[config.mk]
export PLATFORM = sky130hd
export DESIGN_NAME = serial_alu
export DESIGN_NICKNAME = d
export VERILOG_FILES = /design/src/rtl/serial_alu_pkg.sv /design/src/rtl/alu_bit_slice.sv /design/src/rtl/serial_alu.sv
export SDC_FILE = /design/constraint.sdc
export NUM_CORES = 1
export LEC_CHECK = 0
export CAP_MARGIN = 10
export CELL_PAD_IN_SITES_DETAIL_PLACEMENT = 1
export CELL_PAD_IN_SITES_GLOBAL_PLACEMENT = 1
export CORE_MARGIN = 5
export CORE_UTILIZATION = 37
export DETAILED_ROUTE_END_ITERATION = 10
export DONT_BUFFER_PORTS = 1
export PLACE_DENSITY = 0.73
export SYNTH_ARGS = -nofsm -noshare
export SYNTH_HDL_FRONTEND = slang
export SYNTH_HIERARCHICAL = 1
export SYNTH_SLANG_ARGS = --single-unit
[constraint.sdc]
create_clock -name clk -period 2 [get_ports clk]
set_clock_uncertainty 0.1 [all_clocks]
set_input_delay 0.4 -clock clk [delete_from_list [all_inputs] [get_ports clk]]
set_output_delay 0.4 -clock clk [all_outputs]
set_load 0.02 [all_outputs]
[src/rtl/serial_alu_pkg.sv]
// Shared types and constants for the bit-serial ALU.
package serial_alu_pkg;

  // Opcode encoding as seen on the op port.
  typedef enum logic [1:0] {
    OP_AND = 2'b00,
    OP_OR  = 2'b01,
    OP_ADD = 2'b10,
    OP_SUB = 2'b11
  } alu_op_t;

  // Control FSM states.
  typedef enum logic [1:0] {
    ST_IDLE = 2'd0,
    ST_RUN  = 2'd1,
    ST_DONE = 2'd2
  } alu_state_t;

endpackage

[src/rtl/alu_bit_slice.sv]
// Single-bit ALU slice: one result bit and one carry per call.
// SUB inverts b here so the top only has to seed the carry with 1.
module alu_bit_slice
  import serial_alu_pkg::*;
(
  input  logic    a,
  input  logic    b,
  input  logic    cin,
  input  alu_op_t op,
  output logic    r,
  output logic    co
);

  logic b_eff;

  // Evaluate the selected operation for this bit position.
  always_comb begin
    // NOTE: every output gets a default first so no path through the case infers a latch.
    r     = 1'b0;
    co    = 1'b0;
    b_eff = (op == OP_SUB) ? ~b : b;
    case (op)
      OP_AND: r = a & b;
      OP_OR:  r = a | b;
      default: begin
        r  = a ^ b_eff ^ cin;
        co = (a & b_eff) | (a & cin) | (b_eff & cin);
      end
    endcase
  end

endmodule

[src/rtl/serial_alu.sv]
// Bit-serial ALU: accepts an operand pair, evaluates LSB first through
// one bit slice over WIDTH cycles, then presents result and flags.
module serial_alu
  import serial_alu_pkg::*;
#(
  parameter int WIDTH = 8
) (
  input  logic             clk,
  input  logic             rst,
  input  logic             in_valid,
  output logic             in_ready,
  input  logic [WIDTH-1:0] a,
  input  logic [WIDTH-1:0] b,
  input  logic             cin,
  input  logic [1:0]       op,
  output logic             out_valid,
  input  logic             out_ready,
  output logic [WIDTH-1:0] result,
  output logic             cout,
  output logic             zero,
  output logic             ovf
);

  localparam int CW = $clog2(WIDTH);

  alu_state_t       state, state_nx;
  logic [CW-1:0]    cnt;
  logic [WIDTH-1:0] a_sr, b_sr;
  alu_op_t          op_q;
  logic             carry;
  logic             slice_r, slice_co;
  logic             accept, last_bit;

  assign accept   = (state == ST_IDLE) && in_valid;
  assign last_bit = (state == ST_RUN) && (cnt == CW'(WIDTH - 1));

  alu_bit_slice u_slice (
    .a  (a_sr[0]),
    .b  (b_sr[0]),
    .cin(carry),
    .op (op_q),
    .r  (slice_r),
    .co (slice_co)
  );

  // State register.
  always_ff @(posedge clk) begin
    // NOTE: sequential state uses non-blocking assignments so every flop samples pre-edge values.
    if (rst) state <= ST_IDLE;
    else     state <= state_nx;
  end

  // Next-state and handshake decode from registered state only.
  always_comb begin
    state_nx  = state;
    in_ready  = 1'b0;
    out_valid = 1'b0;
    case (state)
      ST_IDLE: begin
        in_ready = 1'b1;
        if (in_valid) state_nx = ST_RUN;
      end
      ST_RUN: begin
        if (cnt == CW'(WIDTH - 1)) state_nx = ST_DONE;
      end
      ST_DONE: begin
        out_valid = 1'b1;
        if (out_ready) state_nx = ST_IDLE;
      end
      default: state_nx = ST_IDLE;
    endcase
  end

  // Operand shift registers, opcode and running carry.
  always_ff @(posedge clk) begin
    // NOTE: these are always loaded on accept before use, so they carry no reset.
    if (accept) begin
      a_sr  <= a;
      b_sr  <= b;
      op_q  <= alu_op_t'(op);
      carry <= (alu_op_t'(op) == OP_SUB) | ((alu_op_t'(op) == OP_ADD) & cin);
    end else if (state == ST_RUN) begin
      a_sr  <= a_sr >> 1;
      b_sr  <= b_sr >> 1;
      carry <= slice_co;
    end
  end

  // Bit counter, result shift-in and final flags.
  always_ff @(posedge clk) begin
    if (rst) begin
      cnt    <= '0;
      result <= '0;
      cout   <= 1'b0;
      ovf    <= 1'b0;
    end else if (accept) begin
      cnt <= '0;
    end else if (state == ST_RUN) begin
      result <= {slice_r, result[WIDTH-1:1]};
      if (!last_bit) cnt <= cnt + CW'(1);
      if (last_bit) begin
        cout <= slice_co;
        // carry still holds the carry into the MSB during the last cycle
        ovf  <= carry ^ slice_co;
      end
    end
  end

  assign zero = (result == '0);

endmodule

Yosys cells after proc, flatten, opt, wreduce, memory -nomap -nowiden
Index checks and enable logic that the tools add are counted.
Widths: inputs -> output; s select.
{"block": "word_totals", "out_inout_bits": 13, "reg_bits": 34}
{"block": "op_classes", "bitwise_logic": 15, "add_sub_neg": 1, "n_mux": 15, "n_reduce_logical": 12, "eq_ne": 10}
{"op": "$mux 8", "n": 4}
{"op": "$eq 2x2->1 const B", "n": 4}
{"op": "$logic_not 8->1", "n": 1}
{"op": "$mux 1", "n": 6}
{"op": "$mux 2", "n": 3}
{"op": "$ne 2x2->1 const B", "n": 3}
{"op": "$pmux 2 s3", "n": 1}
{"op": "$reduce_and 3->1", "n": 2}
{"op": "$and 1x1->1", "n": 5}
{"op": "$eq 2x1->1 const B", "n": 2}
{"op": "$logic_not 2->1", "n": 2}
{"op": "$or 1x1->1", "n": 4}
{"op": "$reduce_and 2->1", "n": 2}
{"op": "$reduce_or 2->1", "n": 2}
{"op": "$add 3x1->3 const B", "n": 1}
{"op": "$eq 3x3->1 const B", "n": 1}
{"op": "$not 1->1", "n": 3}
{"op": "$xor 1x1->1", "n": 3}
{"op": "$logic_and 1x1->1", "n": 2}
{"op": "$pmux 1 s2", "n": 1}
{"op": "$reduce_bool 2->1", "n": 1}

Longest topological paths before layout
Gate-level depths: netlist (run 1).
{"block": "logic_depth", "depth_word": 8, "ltp_mapped": 7}

By module
Netlist (run 1), hierarchy kept.
{"mod": "serial_alu", "n_inst": 1, "seq_area_each_um2": 870.8, "cells_per_inst": 112, "area_each_um2": 1407.6}
{"mod": "alu_bit_slice", "n_inst": 1, "seq_area_each_um2": 0.0, "cells_per_inst": 8, "area_each_um2": 63.8}

Worst setup path before layout (run 1)
No wires, ideal clock.
{"block": "synth_path", "path_type": "reg-to-reg", "from": "register state[1]", "to": "register a_sr[0] (enable)", "stages_incl_launch_ff": 4, "arrival_time_ns": 1.388, "setup_slack_ns": 0.136, "setup_ns": 0.376, "n_path_buf": 1, "required_time_ns": 1.524, "path_cell_list": "dfxtp_1 nor3b_4 buf_4 nand2b_1"}
{"block": "synth_between", "elab_chain_len": 3, "elab_cells_between_ends": 4, "cone_classes": "1 x eq/ne; 3 x reduce/logical"}
{"element": "start: declaration", "line_no": "serial_alu.sv:26", "text": "alu_state_t state, state_nx;"}
{"element": "start signal: assignment", "line_no": "serial_alu.sv:50", "text": "else state <= state_nx;"}
{"element": "$logic_not 2->1", "line_no": "serial_alu.sv:34", "text": "assign accept = (state == ST_IDLE) && in_valid;"}
{"element": "$logic_and 1x1->1", "line_no": "serial_alu.sv:34"}
{"element": "via accept", "line_no": "serial_alu.sv:32", "text": "logic accept, last_bit;"}
{"element": "$reduce_bool 2->1 (no line)"}
{"element": "end signal: assignment", "line_no": "serial_alu.sv:83", "text": "a_sr <= a_sr >> 1;"}
{"element": "end: declaration", "line_no": "serial_alu.sv:28", "text": "logic [WIDTH-1:0] a_sr, b_sr;"}
The timed path passes the listed nets, and every way through them passes these cells.
A chain may end at the register's enable or synchronous reset.

Final worst setup path (run 1)
{"block": "layout_path", "from": "register result[1]", "to": "output zero"}
{"block": "layout_between", "elab_chain_len": 1}
{"element": "start: declaration", "line_no": "serial_alu.sv:18", "text": "output logic [WIDTH-1:0] result,"}
{"element": "start signal: assignment", "line_no": "serial_alu.sv:99", "text": "result <= {slice_r, result[WIDTH-1:1]};"}
{"element": "$logic_not 8->1", "line_no": "serial_alu.sv:109", "text": "assign zero = (result == '0);"}
{"element": "end: declaration", "line_no": "serial_alu.sv:20", "text": "output logic zero,"}
Every way passes these cells.

==> results.ini, run 1 <==
[synthesis]
synthCells=120
async_reset_ff_frac=0
synth_simple_gate_area_frac=0.1565
ys.flop_type=edfxtp_1
netlist_area_um2=1471
yosysSeqAreaShare=0.5918
synth_compound_area_frac=0.05782
yosys_warnings=6
synth_top_family_by_area=simple AND/OR/NAND/NOR gates
synth_cell_types=28
netlist_top_cells_area=edfxtp_1 39%, dfxtp_1 20%, mux2_2 11%
synthMuxAreaShare=0.1207
synth_largest_area_cell=edfxtp_1
synth_fp_nets=146
synth_seq_cells=34
synth_xor_area_frac=0.01786
yosysMostFrequentCell=nand2_1
yosys.area_share.adder=0.03061
avgSynthCellArea_um2=12.26
synth_edf_count=19
synth_top_cell_area_share=0.3878
ys_top_cells_by_count=20 x nand2_1, 19 x edfxtp_1, 15 x dfxtp_1

[timing]
layout_setup_ws_ns=0.06386
tns_ns=0
max_freq_mhz=516.5
worstMarginPinSlew_ns=0.4619
hold_viol=0
whs_ns=0.07853
setup_violations=0
post-route-min-period_ns=1.936
slew_headroom=0.6915
slew_violations=0
rsz0062_at_grt=false
finalCritPeriodShare=0.9681

[floorplanning]
die_area_um2=5338
die_h_um=73.06
io_pins=36
design.core.area_um2=3914
rows=23
die_w_um=73.06
start_util=0.3760

[grt]
overflow=0
antenna_found_initial=0
grt_pass1_wl_um=4816
grt.total_usage=0.1206
grt_max_degree=18
grt_pass1_vias=1031

[finish]
design_area_um2=1647
num_antenna_cells=0
fillers=447
area_delta_synth_final_pct=11.90
final_cells=180
register_area_um2=870.8
drive_above_1_share=0.2462
multiInputGateArea_um2=571.8
final_nets=155

[detailed_routing]
wl_met3_um=191
met2WireLength_um=1505
first_pass_iters=3
num_vias=907
vias_per_cell=5.039
dr.max_layer_used=met4
drcViolationCount=0
dr.first_iter.drc_count=26
ant_nets=0
wl_met1_um=1075
wl_per_cell_um=15.58
finalWirelength_um=2805

[setup_path]
end_kind=primary output
cp.arrival_ns=1.44
crit_path_max_fanout=4
required_ns=1.50
critPathKind=reg -> out
crit_path_start_kind=flop

[clocking]
clockBufferDepth=2
cts_tree=done
post_cts_buffers=0
cts_hold_buf=0
clk_pin_slew_ns=0.07
cts_made_buffers=5
cts_max_level=2
clockRootBuffer=clkbuf_8
clock_sinks=34
clk_latency_ns=0.28

[place]
numPortBuffers=0
placedCellCount=172
hpwl_um=2155
gp_congestion=0.7029
placed_cell_area_um2=1554
dp_slack_ns=0.2432

[status]
status=finished, final reports clean

[flow_run]
maxCapViolCount=0

[power]
pwr_density_cell_nw_per_um2=900.6
power.static_leakage_nw=0.5850
ir_drop_mv=0.4763

[worst_hold_path]
hold_class=in -> reg

per-layer routing:
| metal | track usage | vias up |
|---|---|---|
| li1 | - | 440 |
| met1 | 0.1301 | 444 |
| met2 | 0.2036 | 18 |
| met3 | 0.05510 | 5 |
| met4 | 0.04918 | 0 |
| met5 | 0 | - |
repair_timing:
| item | in CTS | in global routing |
|---|---|---|
| gates resized for setup | 1 | 1 |
| endpoints found under the setup margin | 1 | 1 |
| pin swaps | 0 | 0 |
power breakdown:
group	switching (mW)	internal (mW)	leakage [nW]	total (mW)
registers	0.0260	0.810	0.310	0.836
logic	0.0844	0.0834	0.234	0.168
clock network	0.241	0.238	0.0416	0.479
stage by stage:
| step | util | power, mW |
|---|---|---|
| after detailed placement | 0.3971 | 1.023 |
| after global placement | 0.3971 | 1.012 |
| after CTS | 0.4194 | 1.504 |
| final | 0.4207 | 1.483 |
| after global routing | 0.4207 | 1.568 |
| after floorplan | - | 0.9859 |
final cells by class:
class | count | area share
clock buffer | 5 | 0.04179
clock inverter | 3 | 0.009878
inverter | 1 | 0.002280
multi-input combinational | 80 | 0.3473
sequential | 34 | 0.5289
tap | 50 | 0.03799
timing repair buffer | 7 | 0.03191
kinds of logic (layout without fill, tap and decap cells):
logic type / after synthesis / after routing
simple gates: 43 / 43
flops: 34 / 34
mux: 16 / 16
compound gates: 15 / 15
buf+inv: 6 / 16
fa+ha+maj: 3 / 3
xor+xnor: 3 / 3
state kept, by name, summed over array words and instances, names as in the netlist:
| name | count |
|---|---|
| cout | 1 |
| op_q | 2 |
| b_sr | 8 |
| state | 2 |
| ovf | 1 |
| a_sr | 8 |
| result | 8 |
| cnt | 3 |
| carry | 1 |
worst paths after layout:
| kind | to | startpoint | slack [ns] | cells past startpoint |
|---|---|---|---|---|
| setup / recovery | zero | result[1] | 0.06 | 2 |
| hold / removal | result[3] | rst | 0.08 | 1 |
| setup reg to reg | ovf | op_q[1] | 0.25 | 7 |
| hold reg to reg | cnt[1] | cnt[1] | 0.45 | 2 |
placed cells by master, fill, tap and decap left out, types with 3 or more instances in the layout:
cell type | synthesis | layout
and2_1 | 3 | 3
nand2_1 | 20 | 20
nor3_1 | 3 | 3
dfxtp_1 | 15 | 15
edfxtp_1 | 19 | 19
a21oi_1 | 12 | 12
clkbuf_8 | 0 | 5
buf_4 | 1 | 7
nor2_1 | 5 | 4
mux2_2 | 14 | 14
critical path, cell delays in order (launching register included):
cell	delay [ns]
dfxtp_1	0.40
or4_1	0.59
nor2_4	0.17
No activity file was read; power rests on OpenSTA's default activity.
==> run 2: changes to the inputs <==
SETUP_SLACK_MARGIN = 0.4   (was unset)
==> run 2 against run 1 <==
Largest power group unchanged; sequential share of layout area shrank 3.0 points; critical path depth is the same; power grew 11%; via count grew 0.77%; largest cell class unchanged; clock-buffer cell count grew 1; first-iteration DRC count is the same; worst setup slack gained 0.061 ns.
==> results.ini, run 2 (synthesized netlist as in run 1, its figures left out) <==
[status]
status=finished, final reports clean

[setup_path]
critPathKind=reg -> out
crit_family=simple AND/OR/NAND/NOR gates
crit_path_max_fanout=3  ; -1
r2r-start=b_sr[0]
required_ns=1.50  ; about the same
crit_path_max_incr_delay_ns=0.55  ; -0.04 ns
rr_worst_depth=6  ; -1
slowest_stage=or4_4
crit_path_start_kind=flop
cp.arrival_ns=1.37  ; -0.07 ns
r2r-end=result[7]
end_kind=primary output
crit_buf_inv=0  ; unchanged
crit_chain=or4_4 > nor2_4
r2r_slack_ns=0.33  ; +0.08 ns

[timing]
setup_violations=0  ; unchanged
post-route-min-period_ns=1.875  ; -0.06121 ns
finalCritPeriodShare=0.9375  ; -0.03061
slew_headroom=0.7109  ; +0.01945
hold_viol=0  ; unchanged
max_freq_mhz=533.4  ; +3.3%
tns_ns=0  ; unchanged
layout_setup_ws_ns=0.1251  ; +0.06121 ns
slew_violations=0  ; unchanged
worstMarginPinSlew_ns=0.4320  ; -0.02982 ns
rsz0062_at_grt=true

[detailed_routing]
wl_met3_um=210  ; +9.9%
met2WireLength_um=1583  ; +5.2%
wl_per_cell_um=16.14  ; +3.6%
num_vias=914  ; +0.77%
first_pass_iters=3  ; unchanged
wl_met1_um=1086  ; +1.0%
ant_nets=0  ; unchanged
vias_per_cell=5.022  ; -0.34%
dr.max_layer_used=met4
drcViolationCount=0  ; unchanged
dr.first_iter.drc_count=26  ; unchanged
finalWirelength_um=2938  ; +4.7%

[finish]
post-route-util=0.4508  ; +0.03005
drive_above_1_share=0.4015  ; +0.1554
biggestRegsByFlops=a_sr x8, b_sr x8, result x8
fillers=441  ; -1.3%
area_delta_synth_final_pct=19.90
num_antenna_cells=0  ; unchanged
design_area_um2=1764  ; +7.1%
final_cells=182  ; +1.1%
final_nets=157  ; +1.3%
final_cell_mix=19 x nand2_1, 19 x edfxtp_1, 14 x mux2_2

[floorplanning]
die_area_um2=5338  ; unchanged
io_pins=36  ; unchanged
start_util=0.3760  ; unchanged
die_h_um=73.06  ; unchanged
design.core.area_um2=3914  ; unchanged
die_w_um=73.06  ; unchanged
rows=23  ; unchanged

[worst_hold_path]
hold_depth=1  ; unchanged
hold_path.startpoint=rst
hold_end=state[0]
hold_class=in -> reg

[place]
dp_slack_ns=0.2491  ; +0.005913 ns
placedCellCount=167  ; -2.9%
gp_congestion=0.7139  ; +1.6%
numPortBuffers=0  ; unchanged
hpwl_um=2137  ; -0.84%
placed_cell_area_um2=1554  ; unchanged

[power]
ir_drop_mv=0.4294  ; -9.8%
power.static_leakage_nw=0.6174  ; +5.5%
pwr_density_cell_nw_per_um2=931.8  ; +3.5%

[flow_run]
maxCapViolCount=0  ; unchanged

[grt]
antenna_found_initial=0  ; unchanged
grt_pass1_wl_um=4602  ; -4.4%
grt.total_usage=0.1145  ; -0.006113
grt_max_degree=21  ; +3
overflow=0  ; unchanged
grt_pass1_vias=994  ; -3.6%

[clocking]
clockBufferDepth=2  ; unchanged
clockRootBuffer=clkbuf_8
clock_sinks=34  ; unchanged
clk_latency_ns=0.28  ; about the same
cts_made_buffers=5  ; unchanged
cts_tree=done
cts_max_level=2  ; unchanged
cts_hold_buf=0  ; unchanged
clk_pin_slew_ns=0.07  ; about the same

-- run 2: where the power goes --
| group | leakage, nW | switching (mW) | internal [mW] |
|---|---|---|---|
| combinational | 0.252 | 0.0937 | 0.106 |
| clock | 0.0528 | 0.234 | 0.368 |
| sequential | 0.313 | 0.0323 | 0.810 |
-- run 2: cell type report --
type	instances	area, µm²	area share
Tap cell	50	62.56	0.03546
Inverter	1	3.754	0.002128
Sequential cell	34	879.6	0.4986
Clock buffer	6	72.57	0.04113
Multi-Input combinational cell	80	631.9	0.3582
Timing Repair Buffer	9	80.08	0.04539
Clock inverter	2	33.78	0.01915
-- run 2: repair_timing --
action	CTS	global route
pin swaps	7	6
setup buffers	5	2
endpoints found under the setup margin	21	38
gates resized for setup	13	6
-- run 2: metal layers --
layer / vias to the layer above / track usage
li1: 445 / -
met1: 441 / 0.1203
met2: 20 / 0.2006
met3: 8 / 0.04408
met4: 0 / 0.05123
met5: - / 0
-- run 2: metrics by stage --
| stage | total power [mW] | hold WS [ns] |
|---|---|---|
| after floorplan | 0.9962 | 0.3691 |
| after global placement | 1.019 | 0.3709 |
| after detailed placement | 1.033 | 0.3739 |
| after CTS | 1.657 | 0.07039 |
| after global routing | 1.725 | 0.05468 |
| final | 1.644 | 0.07752 |
-- run 2: how the worst max path moves through the flow --
| stage | slack [ns] | endpoint | start | cells after the start |
|---|---|---|---|---|
| final | 0.13 | zero | result[0] | 2 |
| after global placement | 0.35 | ovf | op_q[1] | 7 |
| after global routing | 0.09 | zero | result[0] | 2 |
| after detailed placement | 0.25 | ovf | op_q[1] | 7 |
| after CTS | 0.11 | zero | result[0] | 2 |
| after floorplan | 0.40 | zero | result[0] | 2 |
